## config.mk

```make
export PLATFORM = sky130hd
export DESIGN_NAME = register_transfer_sequencer
export DESIGN_NICKNAME = d
export VERILOG_FILES = /design/src/rtl/register_transfer_sequencer_pkg.sv /design/src/rtl/register_transfer_sequencer_transfer_request_slot.sv /design/src/rtl/register_transfer_sequencer.sv
export SDC_FILE = /design/constraint.sdc
export NUM_CORES = 1
export LEC_CHECK = 0
export BUFFER_PORTS_ARGS = -buffer_cell sky130_fd_sc_hd__buf_2
export CAP_MARGIN = 20
export CORE_UTILIZATION = 30
export DETAILED_ROUTE_END_ITERATION = 6
export PLACE_DENSITY = 0.51
export SLEW_MARGIN = 5
export SYNTH_ARGS = -nofsm -noshare
export SYNTH_HDL_FRONTEND = slang
export SYNTH_HIERARCHICAL = 1
export SYNTH_SLANG_ARGS = --single-unit
export TNS_END_PERCENT = 1
```

## constraint.sdc

```tcl
create_clock -name clock_in -period 2.1 [get_ports clock_in]
set_clock_uncertainty 0.1 [all_clocks]
set_input_delay 0.21 -clock clock_in [delete_from_list [all_inputs] [get_ports clock_in]]
set_output_delay 0.21 -clock clock_in [all_outputs]
set_load 0.03 [all_outputs]
```

## src/rtl/register_transfer_sequencer_pkg.sv

```systemverilog
// Shared definitions for the register transfer sequencer: register indices, bus layout, FSM encoding.
// Latency: n/a (definitions only).
// Backpressure: n/a.
package register_transfer_sequencer_pkg;

  localparam int NUM_REGS = 6;

  localparam logic [2:0] REG_A  = 3'd0;
  localparam logic [2:0] REG_B  = 3'd1;
  localparam logic [2:0] REG_C  = 3'd2;
  localparam logic [2:0] REG_P  = 3'd3;
  localparam logic [2:0] REG_S  = 3'd4;
  localparam logic [2:0] REG_ST = 3'd5;

  localparam logic [2:0] SRC_ILLEGAL = 3'd6;
  localparam logic [2:0] SRC_EXT     = 3'd7;

  localparam int LOAD_LSB = 0;
  localparam int OE_LSB   = NUM_REGS;

  localparam logic [1:0] ST_IDLE  = 2'd0;
  localparam logic [1:0] ST_DRIVE = 2'd1;
  localparam logic [1:0] ST_LOAD  = 2'd2;
  localparam logic [1:0] ST_TURN  = 2'd3;

  typedef struct packed {
    logic [2:0]          src;
    logic [NUM_REGS-1:0] dst;
  } xfer_req_t;

  // Output-enable one-hot for a register source; external/illegal codes map to zero.
  function automatic logic [NUM_REGS-1:0] oe_onehot(input logic [2:0] src);
    logic [NUM_REGS-1:0] oh;
    oh = '0;
    for (int i = 0; i < NUM_REGS; i++) begin
      oh[i] = (src == 3'(i));
    end
    return oh;
  endfunction

endpackage

```

## src/rtl/register_transfer_sequencer_transfer_request_slot.sv

```systemverilog
// One-entry holding register queueing a transfer request while another is in flight.
// Latency: push visible as full on the next edge.
// Backpressure: caller must not push while full unless popping in the same cycle.
module transfer_request_slot
  import register_transfer_sequencer_pkg::*;
(
  input  logic      clock_in,
  input  logic      reset_in,
  input  logic      push,
  input  xfer_req_t push_dat,
  input  logic      pop,
  output logic      full,
  output xfer_req_t dat
);

  // A push in the same cycle as a pop refills the entry that was just freed.
  always_ff @(posedge clock_in) begin
    if (reset_in) begin
      full <= 1'b0;
      dat  <= '0;
    end else if (push) begin
      full <= 1'b1;
      dat  <= push_dat;
    end else if (pop) begin
      full <= 1'b0;
    end
  end

endmodule

```

## src/rtl/register_transfer_sequencer.sv

```systemverilog
// Sequences register-to-register transfers on the shared bus: DRIVE -> LOAD -> TURN.
// Latency: accept at edge N gives DRIVE from N+1, LOAD at N+1+SETTLE_CYCLES, TURN one cycle later.
// Backpressure: req_ready drops while the holding slot is full, except in TURN where the slot pops.
module register_transfer_sequencer
  import register_transfer_sequencer_pkg::*;
#(
  parameter int NREG          = NUM_REGS,
  parameter int SETTLE_CYCLES = 1
) (
  input  logic              clock_in,
  input  logic              reset_in,
  input  logic              req_valid,
  output logic              req_ready,
  input  logic [2:0]        req_src,
  input  logic [NREG-1:0]   req_dst,
  output logic [2*NREG-1:0] Register_Control_Bus,
  output logic              ext_drive_en,
  output logic              busy,
  output logic              xfer_done,
  output logic              req_err
);

  localparam logic [3:0] SETTLE_LOAD = 4'(SETTLE_CYCLES - 1);

  logic [1:0]        state, state_nxt;
  logic [3:0]        cnt, cnt_nxt;
  xfer_req_t         work, work_nxt;
  xfer_req_t         in_req, slot_dat;
  logic              slot_full, slot_full_nxt, slot_push, slot_pop;
  logic              accept, legal;
  logic [2*NREG-1:0] bus_nxt;
  logic              ext_nxt;

  assign in_req        = '{src: req_src, dst: req_dst};
  assign accept        = req_valid && req_ready;
  assign legal         = (req_src != SRC_ILLEGAL) && (req_dst != '0);
  assign slot_push     = accept && legal;
  assign slot_full_nxt = slot_push || (slot_full && !slot_pop);

  transfer_request_slot u_slot (
    .clock_in (clock_in),
    .reset_in (reset_in),
    .push     (slot_push),
    .push_dat (in_req),
    .pop      (slot_pop),
    .full     (slot_full),
    .dat      (slot_dat)
  );

  always_comb begin
    state_nxt = state;
    cnt_nxt   = cnt;
    work_nxt  = work;
    slot_pop  = 1'b0;
    case (state)
      ST_IDLE, ST_TURN: begin
        if (slot_full) begin
          state_nxt = ST_DRIVE;
          work_nxt  = slot_dat;
          cnt_nxt   = SETTLE_LOAD;
          slot_pop  = 1'b1;
        end else begin
          state_nxt = ST_IDLE;
        end
      end
      ST_DRIVE: begin
        if (cnt == 4'd0) state_nxt = ST_LOAD;
        else             cnt_nxt   = cnt - 4'd1;
      end
      ST_LOAD:  state_nxt = ST_TURN;
      default:  state_nxt = ST_IDLE;
    endcase
  end

  // Outputs are encoded from the next state so the registered bus lines up with the FSM.
  always_comb begin
    bus_nxt = '0;
    ext_nxt = 1'b0;
    if (state_nxt == ST_DRIVE || state_nxt == ST_LOAD) begin
      if (work_nxt.src == SRC_EXT) ext_nxt = 1'b1;
      else                         bus_nxt[OE_LSB +: NREG] = oe_onehot(work_nxt.src);
      if (state_nxt == ST_LOAD)    bus_nxt[LOAD_LSB +: NREG] = work_nxt.dst;
    end
  end

  always_ff @(posedge clock_in) begin
    if (reset_in) begin
      state                <= ST_IDLE;
      cnt                  <= '0;
      work                 <= '0;
      Register_Control_Bus <= '0;
      ext_drive_en         <= 1'b0;
      busy                 <= 1'b0;
      xfer_done            <= 1'b0;
      req_err              <= 1'b0;
      req_ready            <= 1'b1;
    end else begin
      state                <= state_nxt;
      cnt                  <= cnt_nxt;
      work                 <= work_nxt;
      Register_Control_Bus <= bus_nxt;
      ext_drive_en         <= ext_nxt;
      busy                 <= (state_nxt != ST_IDLE) || slot_full_nxt;
      xfer_done            <= (state_nxt == ST_TURN);
      req_err              <= accept && !legal;
      // TURN always pops a full slot, so a new request can land in it that same cycle.
      req_ready            <= !slot_full_nxt || (state_nxt == ST_TURN);
    end
  end

endmodule

```

==> results by group, run 1 <==
Yosys
  – Yosys cell types: 35
  – Top-area cell type share of the netlist area: 0.512
  – Synth area leaders: dfxtp_1 51%, mux2i_1 11%, nor2_1 7.1%
  – Ys flop type: dfxtp_1
  – Top cell type by total area after synthesis: dfxtp_1
  – Post-synth EDFFs: 0
  – Syn avg cell area: slightly below 10 µm²
  – Async SR Flop Fraction: 0
  – Cell count after synthesis: 165
  – Yosys reg bits: 42
  – Yosys Warn Count: 6
  – Post-Syn Area: 1640 µm²
  – Syn_nets: roughly 180
  – Seq/Total Area, Yosys: 0.512

Worst setup path
  – Worst-path maximum fanout: 4
  – Required time of the critical path: 2.22 ns
  – CP Launch Type: flip-flop
  – Crit path buffers/inverters: 1
  – Slowest cell delay on critical path: 0.42 ns
  – CP Capture Type: flip-flop
  – Worst-path cell chain: inv_2 > ha_4 > nor3b_4 > nor2_2 > o31ai_2 > ha_1 > nor2b_4 > or3b_4 > nor3_2
  – WP data arrival: 2.27 ns
  – Kind of critical path: flip-flop to flip-flop
  – Slowest cell on the critical path: or3b_4
  – Top Family by Delay on Critical Path: simple AND/OR/NAND/NOR gates

Floorplanning
  – I/O pins: 29
  – Die extent in x: 76.0 µm
  – Site Rows: 26
  – Starting Density: 0.317
  – Die area: 5770 µm²
  – Core area: 5170 µm²
  – Die Span Y: 76.0 µm

Global routing
  – First-pass GRT wire length: 5980 µm
  – Total congestion overflow: 0
  – Largest net degree at the start of global routing: 18
  – Initial antenna violation count: 0
  – Vias in the first global route: about 1300
  – GRT Resource Usage Total: 0.132

Timing
  – Min Tclk post-route: 2.15 ns
  – Final hold slack: 0.0763 ns
  – Final hold vios: 0
  – Setup WS post-layout: -0.0510 ns
  – Post-route clock period utilization: 1.02
  – Slew @ Worst Pin: 0.516 ns
  – Final setup fails: 4
  – Normalized max-slew margin: 0.646
  – Max Slew Vio Count: 0
  – Setup TNS: -0.173 ns
  – RSZ-0062 raised after global routing: true
  – Max Clock Freq: 465 MHz

Routing
  – Total number of vias: roughly 1300
  – Pre-antenna DRT Iters: 4
  – DRC: 0
  – DR WL/cell: 12.1 µm
  – Avg Vias per Cell: 4.57
  – Routed wire length: around 3400 µm
  – Post-route ant nets: 0
  – First-iteration detailed-routing DRC count: 32

Clocking
  – Hold-fix buffers, CTS: 0
  – Root Buffer: clkbuf_8
  – Clock sink count: 42
  – Clk Latency, worst-skew pair: 0.29 ns
  – CTS clock-pin slew for the worst setup and hold paths: 0.08 ns
  – H-tree Lvls: 2
  – CTS tree: yes
  – CTS Buf Count: 5
  – Clock Path Buffers: 2

Final layout
  – Register area: 843 µm²
  – Filler Cell Count: approximately 520
  – Layout cell share with drive strength beyond 1: 0.344
  – Area occupied by multi-input gates: ~810 µm²
  – Antenna cells: 0
  – Leading cell type in the layout, fill and taps excluded: dfxtp_1
  – Synthesis-to-layout area growth: 30.0%
  – Final instance area: 2130 µm²
  – Nets: 231
  – Final cell count without fillers: 282
  – Most frequent cells in the layout: 40 x dfxtp_1, 30 x nor2_1, 28 x buf_2, 18 x buf_4, 17 x mux2i_1

Placed design
  – GP Congestion: about 0.71
  – Setup slack at placement: -0.164 ns
  – DP HPWL: 2460 µm
  – Placed cell areas: 1980 µm²
  – DP Cell Count: 273
  – Port bufs: 28

Job
  – Max_cap viols: 0

Outcome
  – Run status: complete, but fails checks
  – Failing checks: setup timing

Pwr
  – Peak VDD IR: 385 µV
  – Leak Pwr: between 0.9 and 1 nW
  – Power Density: 781 nW/µm²

Hold path
  – Hold WC Path Type: input port to flip-flop
==> what timing repair did <==
item / in CTS / in global routing
pin swaps: 4 / 4
setup buffers: 1 / 1
setup endpoints to repair: 8 / 10
resized for setup: 16 / 3
==> path summary, 6_finish.rpt <==
path	depth (start not counted)	startpoint	to	slack, ns
worst min-delay path	3	req_src[0]	u_slot/dat[6]$_SDFFE_PP0P_	0.08
worst max-delay path	9	cnt[1]$_SDFFE_PP0P_	Register_Control_Bus[7]$_SDFF_PP0_	-0.05
worst max register to register	9	cnt[1]$_SDFFE_PP0P_	Register_Control_Bus[7]$_SDFF_PP0_	-0.05
worst min register to register	2	work[3]$_SDFF_PP0_	work[3]$_SDFF_PP0_	0.39
==> synthesized netlist by cell type (all sizes together) (3+ instances only) <==
cell	number
nor2	31
inv	10
a21oi	4
nor3	7
dfxtp	42
nand2	4
ha	7
mux2i	18
buf	3
and3	3
clkbuf	3
o21ai	5
==> cell families (layout without fill, tap and decap cells) <==
family	count (synthesis)	after routing	share of synthesized area
compound gates	22	22	0.0922
simple gates	58	58	0.175
mux	20	20	0.123
fa+ha+maj	7	7	0.0534
buf+inv	16	63	0.0434
flops	42	42	0.512
==> layer usage <==
metal | global-route usage | vias to the layer above | routed length [µm]
met1 | 0.151 | 608 | 1590
met4 | 0.0577 | 0 | 59
met5 | 0 | - | 0
li1 | - | 660 | -
met2 | 0.231 | 15 | 1680
met3 | 0.0359 | 6 | 83
==> power by group <==
part           internal (mW)  total, mW  switching (mW)
logic                  0.154      0.316           0.161
registers              0.833      0.854          0.0210
clock network          0.228      0.497           0.269
==> cell type report <==
| cell class | instances | share of cell area |
|---|---|---|
| sequential | 42 | 0.395 |
| multi-input combinational | 107 | 0.380 |
| timing repair buffer | 46 | 0.129 |
| tap | 70 | 0.0410 |
| clock buffer | 6 | 0.0340 |
| inverter | 10 | 0.0176 |
| clock inverter | 1 | 0.00352 |
==> worst min-delay path: stages <==
cell and delay, ns:
buf_2 0.09, mux2i_1 0.06, nor2_1 0.07
==> metrics by stage <==
stage | power (mW) | util
floorplan | 1.06 | -
global placement | 1.16 | 0.382
CTS | 1.68 | 0.410
finish | 1.67 | 0.413
detailed placement | 1.16 | 0.382
global route | 1.76 | 0.413
==> flip-flops by register name, summed over array words and instances (netlist names) <==
name and cells:
Register_Control_Bus 12, busy 1, cnt 4, ext_drive_en 1
req_err 1, req_ready 1, state 2, u_slot/dat 9
u_slot/full 1, work 9, xfer_done 1
Power figures use the tool's default switching activity.
==> run 2: changes to the inputs <==
--- a/config.mk
+++ b/config.mk
@@ -10,6 +10,7 @@
 export CORE_UTILIZATION = 30
 export DETAILED_ROUTE_END_ITERATION = 6
 export PLACE_DENSITY = 0.51
+export SKIP_LAST_GASP = 1
 export SLEW_MARGIN = 5
 export SYNTH_ARGS = -nofsm -noshare
 export SYNTH_HDL_FRONTEND = slang
==> results by group, run 2 (synthesis results as in run 1) <==
Global routing
  – Vias in the first global route: 1314 (was 1312)
  – Largest net degree at the start of global routing: 18 (unchanged)
  – Initial antenna violation count: 0 (unchanged)
  – Total congestion overflow: 0 (unchanged)
  – First-pass GRT wire length: 5980 µm (unchanged)
  – GRT Resource Usage Total: 0.132 (unchanged)

Final layout
  – Register area: 843 µm² (unchanged)
  – Leading cell type in the layout, fill and taps excluded: dfxtp_1 (unchanged)
  – Layout cell share with drive strength beyond 1: 0.335 (was 0.344)
  – Most frequent cells in the layout: 40 x dfxtp_1, 30 x nor2_1, 28 x buf_2, 18 x mux2i_1, 18 x buf_4 (was 40 x dfxtp_1, 30 x nor2_1, 28 x buf_2, 18 x buf_4, 17 x mux2i_1)
  – Nets: 231 (unchanged)
  – Final cell count without fillers: 282 (unchanged)
  – Synthesis-to-layout area growth: 29.6% (was 30.0%)
  – Largest regs: Register_Control_Bus (12), u_slot/dat (9), work (9) (unchanged)
  – Largest Register: Register_Control_Bus (unchanged)
  – Max reg flops: 12 (unchanged)
  – Antenna cells: 0 (unchanged)
  – Area occupied by multi-input gates: 805 µm² (was 811 µm²)
  – Filler Cell Count: 522 (unchanged)

Clocking
  – CTS tree: yes (unchanged)
  – Clk Latency, worst-skew pair: 0.29 ns (about the same)
  – Root Buffer: clkbuf_8 (unchanged)
  – CTS clock-pin slew for the worst setup and hold paths: 0.08 ns (about the same)
  – Clock sink count: 42 (unchanged)
  – H-tree Lvls: 2 (unchanged)
  – CTS Buf Count: 5 (unchanged)
  – Clock Path Buffers: 2 (unchanged)

Floorplanning
  – Die extent in x: 76.0 µm (unchanged)
  – Core area: 5170 µm² (unchanged)
  – Site Rows: 26 (unchanged)
  – I/O pins: 29 (unchanged)
  – Die area: 5770 µm² (unchanged)
  – Starting Density: 0.317 (unchanged)
  – Die Span Y: 76.0 µm (unchanged)

Pwr
  – Leak Pwr: 0.971 nW (was 0.967 nW)
  – Power Density: 783 nW/µm² (was 781 nW/µm²)
  – Peak VDD IR: 385 µV (about the same)

Worst setup path
  – CP Launch Type: flip-flop (unchanged)
  – WP data arrival: 2.27 ns (about the same)
  – Flop-to-flop setup slack: -0.05 ns (about the same)
  – R2R Path End: Register_Control_Bus[7]$_SDFF_PP0_ (unchanged)
  – Worst r2r path cells: 9 (unchanged)
  – Kind of critical path: flip-flop to flip-flop (unchanged)
  – R2R Path Start: cnt[1]$_SDFFE_PP0P_ (unchanged)
  – CP Capture Type: flip-flop (unchanged)
  – Worst-path maximum fanout: 4 (unchanged)
  – Critical Path Source: cnt[1]$_SDFFE_PP0P_ (unchanged)
  – Required time of the critical path: 2.22 ns (about the same)

Hold path
  – Hold Path Sink: u_slot/dat[6]$_SDFFE_PP0P_ (unchanged)
  – HP Start: req_src[0] (unchanged)
  – Hold WC Path Type: input port to flip-flop (unchanged)
  – Hold path depth: 3 (unchanged)

Timing
  – Final setup fails: 4 (unchanged)
  – Normalized max-slew margin: 0.649 (was 0.646)
  – Setup WS post-layout: -0.0507 ns (was -0.0510 ns)
  – Post-route clock period utilization: 1.02 (about the same)
  – RSZ-0062 raised after global routing: true (unchanged)
  – Final hold vios: 0 (unchanged)
  – Max Slew Vio Count: 0 (unchanged)
  – Slew @ Worst Pin: 0.511 ns (was 0.516 ns)
  – Setup TNS: -0.173 ns (about the same)
  – Max Clock Freq: 465 MHz (about the same)
  – Min Tclk post-route: 2.15 ns (about the same)

Placed design
  – Setup slack at placement: -0.164 ns (unchanged)
  – Port bufs: 28 (unchanged)
  – DP Cell Count: 273 (unchanged)
  – GP Congestion: 0.711 (unchanged)
  – DP HPWL: 2460 µm (unchanged)

Job
  – Max_cap viols: 0 (unchanged)

Routing
  – DRC: 0 (unchanged)
  – Total number of vias: 1284 (was 1289)
  – Routed wire length: 3440 µm (was 3420 µm)
  – Avg Vias per Cell: 4.55 (was 4.57)
  – Post-route ant nets: 0 (unchanged)
  – First-iteration detailed-routing DRC count: 40 (was 32)
  – Pre-antenna DRT Iters: 4 (unchanged)
  – DR WL/cell: 12.2 µm (was 12.1 µm)

Outcome
  – Failing checks: setup timing (unchanged)
  – Run status: complete, but fails checks (unchanged)
==> run 2: worst max path at each step <==
stage / end
floorplan: Register_Control_Bus[8]$_SDFF_PP0_
global placement: Register_Control_Bus[8]$_SDFF_PP0_
detailed placement: Register_Control_Bus[9]$_SDFF_PP0_
CTS: Register_Control_Bus[9]$_SDFF_PP0_
global route: Register_Control_Bus[9]$_SDFF_PP0_
finish: Register_Control_Bus[7]$_SDFF_PP0_
==> run 2: cell type report <==
cell class	count	share of cell area
multi-input cells	107	0.378
clock inverters	1	0.00353
clock buffers	6	0.0341
repair buffers	46	0.129
flip-flops and latches	42	0.396
inverters	10	0.0176
well taps	70	0.0412
==> run 2: metrics by stage <==
stage               total power [mW]  hold WS, ns   util  instance area (µm²)
floorplan                       1.06        0.257      -                 1660
global placement                1.16        0.371  0.382                 1980
detailed placement              1.16        0.378  0.382                 1980
CTS                             1.68       0.0685  0.410                 2120
global route                    1.76       0.0799  0.411                 2130
finish                          1.67       0.0755  0.411                 2130
==> run 2: report_power, final <==
group	total, mW	switching (mW)	internal (mW)	leakage [nW]
Clock	0.498	0.270	0.228	0.0373
Sequential	0.854	0.0210	0.833	0.343
Combinational	0.313	0.161	0.153	0.592
Total	1.67	0.452	1.21	0.971
==> run 2: critical path, cell delays in order (launching register included) <==
cell and delay, ns:
dfxtp_2 0.33, inv_2 0.07, ha_4 0.13, nor3b_4 0.25, nor2_2 0.09, o31ai_2 0.27
ha_1 0.18, nor2b_4 0.13, or3b_4 0.42, nor3_2 0.11
==> run 2: routing by layer <==
layer | track usage | vias to the layer above | part of all wire
li1 | - | 661 | -
met2 | 0.231 | 15 | 0.49
met1 | 0.151 | 602 | 0.47
met5 | 0 | - | 0
met3 | 0.0359 | 6 | 0.024
met4 | 0.0577 | 0 | 0.017
==> run 2: timing repair <==
item / 4_1_cts / 5_1_grt
gates resized for setup: 16 / 1
setup buffers: 1 / 1
hold buffers: 0 / 0
pin swaps: 4 / 3
gates cloned: 0 / 0
endpoints found under the setup margin: 8 / 10
==> run 3: changes to the inputs <==
--- a/config.mk
+++ b/config.mk
@@ -7,9 +7,9 @@
 export LEC_CHECK = 0
 export BUFFER_PORTS_ARGS = -buffer_cell sky130_fd_sc_hd__buf_2
 export CAP_MARGIN = 20
-export CORE_UTILIZATION = 30
+export CORE_UTILIZATION = 24
 export DETAILED_ROUTE_END_ITERATION = 6
-export PLACE_DENSITY = 0.51
+export PLACE_DENSITY = 0.42
 export SKIP_LAST_GASP = 1
 export SLEW_MARGIN = 5
 export SYNTH_ARGS = -nofsm -noshare
==> constraint.sdc (replaced) <==
create_clock -name clock_in -period 2.3 [get_ports clock_in]
set_clock_uncertainty 0.1 [all_clocks]
set_input_delay 0.23 -clock clock_in [delete_from_list [all_inputs] [get_ports clock_in]]
set_output_delay 0.23 -clock clock_in [all_outputs]
set_load 0.03 [all_outputs]
==> results by group, run 3 (synthesis results as in run 1) <==
Placed design
  – Port bufs: 28 (unchanged)
  – DP HPWL: 2570 µm (was 2460 µm)
  – Setup slack at placement: -0.0832 ns (was -0.164 ns)
  – DP Cell Count: 278 (was 273)
  – GP Congestion: 0.765 (was 0.711)
  – Placed cell areas: 1950 µm² (was 1980 µm²)

Global routing
  – First-pass GRT wire length: 6130 µm (was 5980 µm)
  – Vias in the first global route: 1261 (was 1314)
  – GRT Resource Usage Total: 0.109 (was 0.132)
  – GR peak layer: met2 (unchanged)
  – Largest net degree at the start of global routing: 19 (was 18)
  – Total congestion overflow: 0 (unchanged)
  – Initial antenna violation count: 0 (unchanged)
  – Met2 Use GR: 0.169 (was 0.231)
  – M3 GR Usage: 0.0285 (was 0.0359)
  – GR Layer Usage met1: 0.146 (was 0.151)

Floorplanning
  – Die Span Y: 84.7 µm (was 76.0 µm)
  – Starting Density: 0.254 (was 0.317)
  – Core area: 6460 µm² (was 5170 µm²)
  – Die area: 7170 µm² (was 5770 µm²)
  – Site Rows: 29 (was 26)
  – Die extent in x: 84.7 µm (was 76.0 µm)
  – I/O pins: 29 (unchanged)

Final layout
  – Max reg flops: 12 (unchanged)
  – Antenna cells: 0 (unchanged)
  – Largest Register: Register_Control_Bus (unchanged)
  – Leading cell type in the layout, fill and taps excluded: dfxtp_1 (unchanged)
  – Final cell count without fillers: 285 (was 282)
  – Largest regs: Register_Control_Bus (12), u_slot/dat (9), work (9) (unchanged)
  – Synthesis-to-layout area growth: 28.7% (was 29.6%)
  – Final instance area: 2110 µm² (was 2130 µm²)
  – Nets: 227 (was 231)
  – Layout cell share with drive strength beyond 1: 0.298 (was 0.335)
  – Most frequent cells in the layout: 42 x dfxtp_1, 30 x nor2_1, 28 x buf_2, 18 x mux2i_1, 14 x buf_4 (was 40 x dfxtp_1, 30 x nor2_1, 28 x buf_2, 18 x mux2i_1, 18 x buf_4)
  – Final core utilization: 0.327 (was 0.411)

Worst setup path
  – Required time of the critical path: 2.42 ns (was 2.22 ns)
  – Slowest cell delay on critical path: 0.42 ns (about the same)
  – CP Capture Type: flip-flop (unchanged)
  – Worst-path maximum fanout: 4 (unchanged)
  – Kind of critical path: flip-flop to flip-flop (unchanged)
  – Slowest cell on the critical path: or3b_4 (unchanged)
  – CP Launch Type: flip-flop (unchanged)
  – Top Family by Delay on Critical Path: simple AND/OR/NAND/NOR gates (unchanged)
  – Cell mode on critical path: ha_1
  – Worst-path cell chain: inv_1 > ha_1 > nor3b_4 > o21ai_2 > a21o_1 > ha_1 > nor2b_2 > or3b_4 > nor3_2 (was inv_2 > ha_4 > nor3b_4 > nor2_2 > o31ai_2 > ha_1 > nor2b_4 > or3b_4 > nor3_2)
  – WP data arrival: 2.28 ns (was 2.27 ns)
  – Crit path buffers/inverters: 1 (unchanged)

Timing
  – Max Slew Vio Count: 0 (unchanged)
  – Final setup fails: 0 (was 4)
  – Max Clock Freq: 463 MHz (was 465 MHz)
  – Min Tclk post-route: 2.16 ns (was 2.15 ns)
  – Setup TNS: 0 ns (was -0.173 ns)
  – Final hold vios: 0 (unchanged)
  – Post-route clock period utilization: 0.940 (was 1.02)
  – Slew @ Worst Pin: 0.527 ns (was 0.511 ns)
  – Normalized max-slew margin: 0.639 (was 0.649)
  – Setup WS post-layout: 0.139 ns (was -0.0507 ns)
  – Final hold slack: 0.0955 ns (was 0.0755 ns)

Job
  – Max_cap viols: 0 (unchanged)

Hold path
  – Hold WC Path Type: input port to flip-flop (unchanged)

Routing
  – Routed wire length: 3620 µm (was 3440 µm)
  – First-iteration detailed-routing DRC count: 31 (was 40)
  – Total number of vias: 1277 (was 1284)
  – Post-route ant nets: 0 (unchanged)
  – Pre-antenna DRT Iters: 4 (unchanged)
  – DRC: 0 (unchanged)
  – DR WL/cell: 12.7 µm (was 12.2 µm)
  – Avg Vias per Cell: 4.48 (was 4.55)

Clocking
  – Clock Path Buffers: 2 (unchanged)
  – Post CTS Setup Buffer Count: 0 (was 1)
  – Clock sink count: 42 (unchanged)
  – Root Buffer: clkbuf_8 (unchanged)
  – H-tree Lvls: 2 (unchanged)
  – Hold-fix buffers, CTS: 0 (unchanged)
  – Clk Latency, worst-skew pair: 0.29 ns (about the same)
  – CTS tree: yes (unchanged)
  – CTS clock-pin slew for the worst setup and hold paths: 0.08 ns (about the same)
  – CTS Buf Count: 5 (unchanged)
  – Count of cells resized by post-cts repair: 1 (was 16)

Pwr
  – Leak Pwr: 0.963 nW (was 0.971 nW)
  – Power Density: 776 nW/µm² (was 783 nW/µm²)
  – Final Power: 1.64 mW (was 1.67 mW)
  – Peak VDD IR: 318 µV (was 385 µV)

Outcome
  – Run status: finished, final reports clean (was complete, but fails checks)
run 3: cell types whose count changed in the layout (fill, tap and decap cells not counted), sizes merged:
cell,change
bufinv,+1
buf,-4
clkinvlp,-1
run 3: path summary, 6_finish.rpt:
path                             from                                 end  slack [ns]  cells past startpoint
hold reg to reg   cnt[1]$_SDFFE_PP0P_                 cnt[1]$_SDFFE_PP0P_        0.40                      2
setup reg to reg  cnt[0]$_SDFFE_PP0P_  Register_Control_Bus[9]$_SDFF_PP0_        0.14                      9
hold / removal             req_dst[1]          u_slot/dat[1]$_SDFFE_PP0P_         0.1                      3
setup / recovery  cnt[0]$_SDFFE_PP0P_  Register_Control_Bus[9]$_SDFF_PP0_        0.14                      9
run 3: routing by layer:
metal / vias up / part of all wire
met5: - / 0
met4: 0 / 0.012
met3: 5 / 0.032
met2: 17 / 0.46
met1: 603 / 0.49
li1: 652 / -
run 3: cell type report:
cell class / instances / area [µm²]
Timing Repair Buffer: 42 / 245
Sequential cell: 42 / 841
Fill cell: 696 / 4350
Inverter: 10 / 37.5
Clock buffer: 6 / 82.6
Multi-Input combinational cell: 107 / 779
Tap cell: 77 / 96.3
Clock inverter: 1 / 30.0
run 3: tightest hold or removal path, delay by kind of cell:
family,cells,cell delay [ns]
multiplexers,1,0.06
AND/OR/NAND/NOR,1,0.07
buffers and inverters,1,0.09
run 3: report_power, final:
part	switching [mW]	leakage, nW	internal, mW	total (mW)
sequential	0.0195	0.341	0.761	0.780
combinational	0.145	0.564	0.123	0.268
clock	0.243	0.0573	0.347	0.591
total	0.408	0.963	1.23	1.64
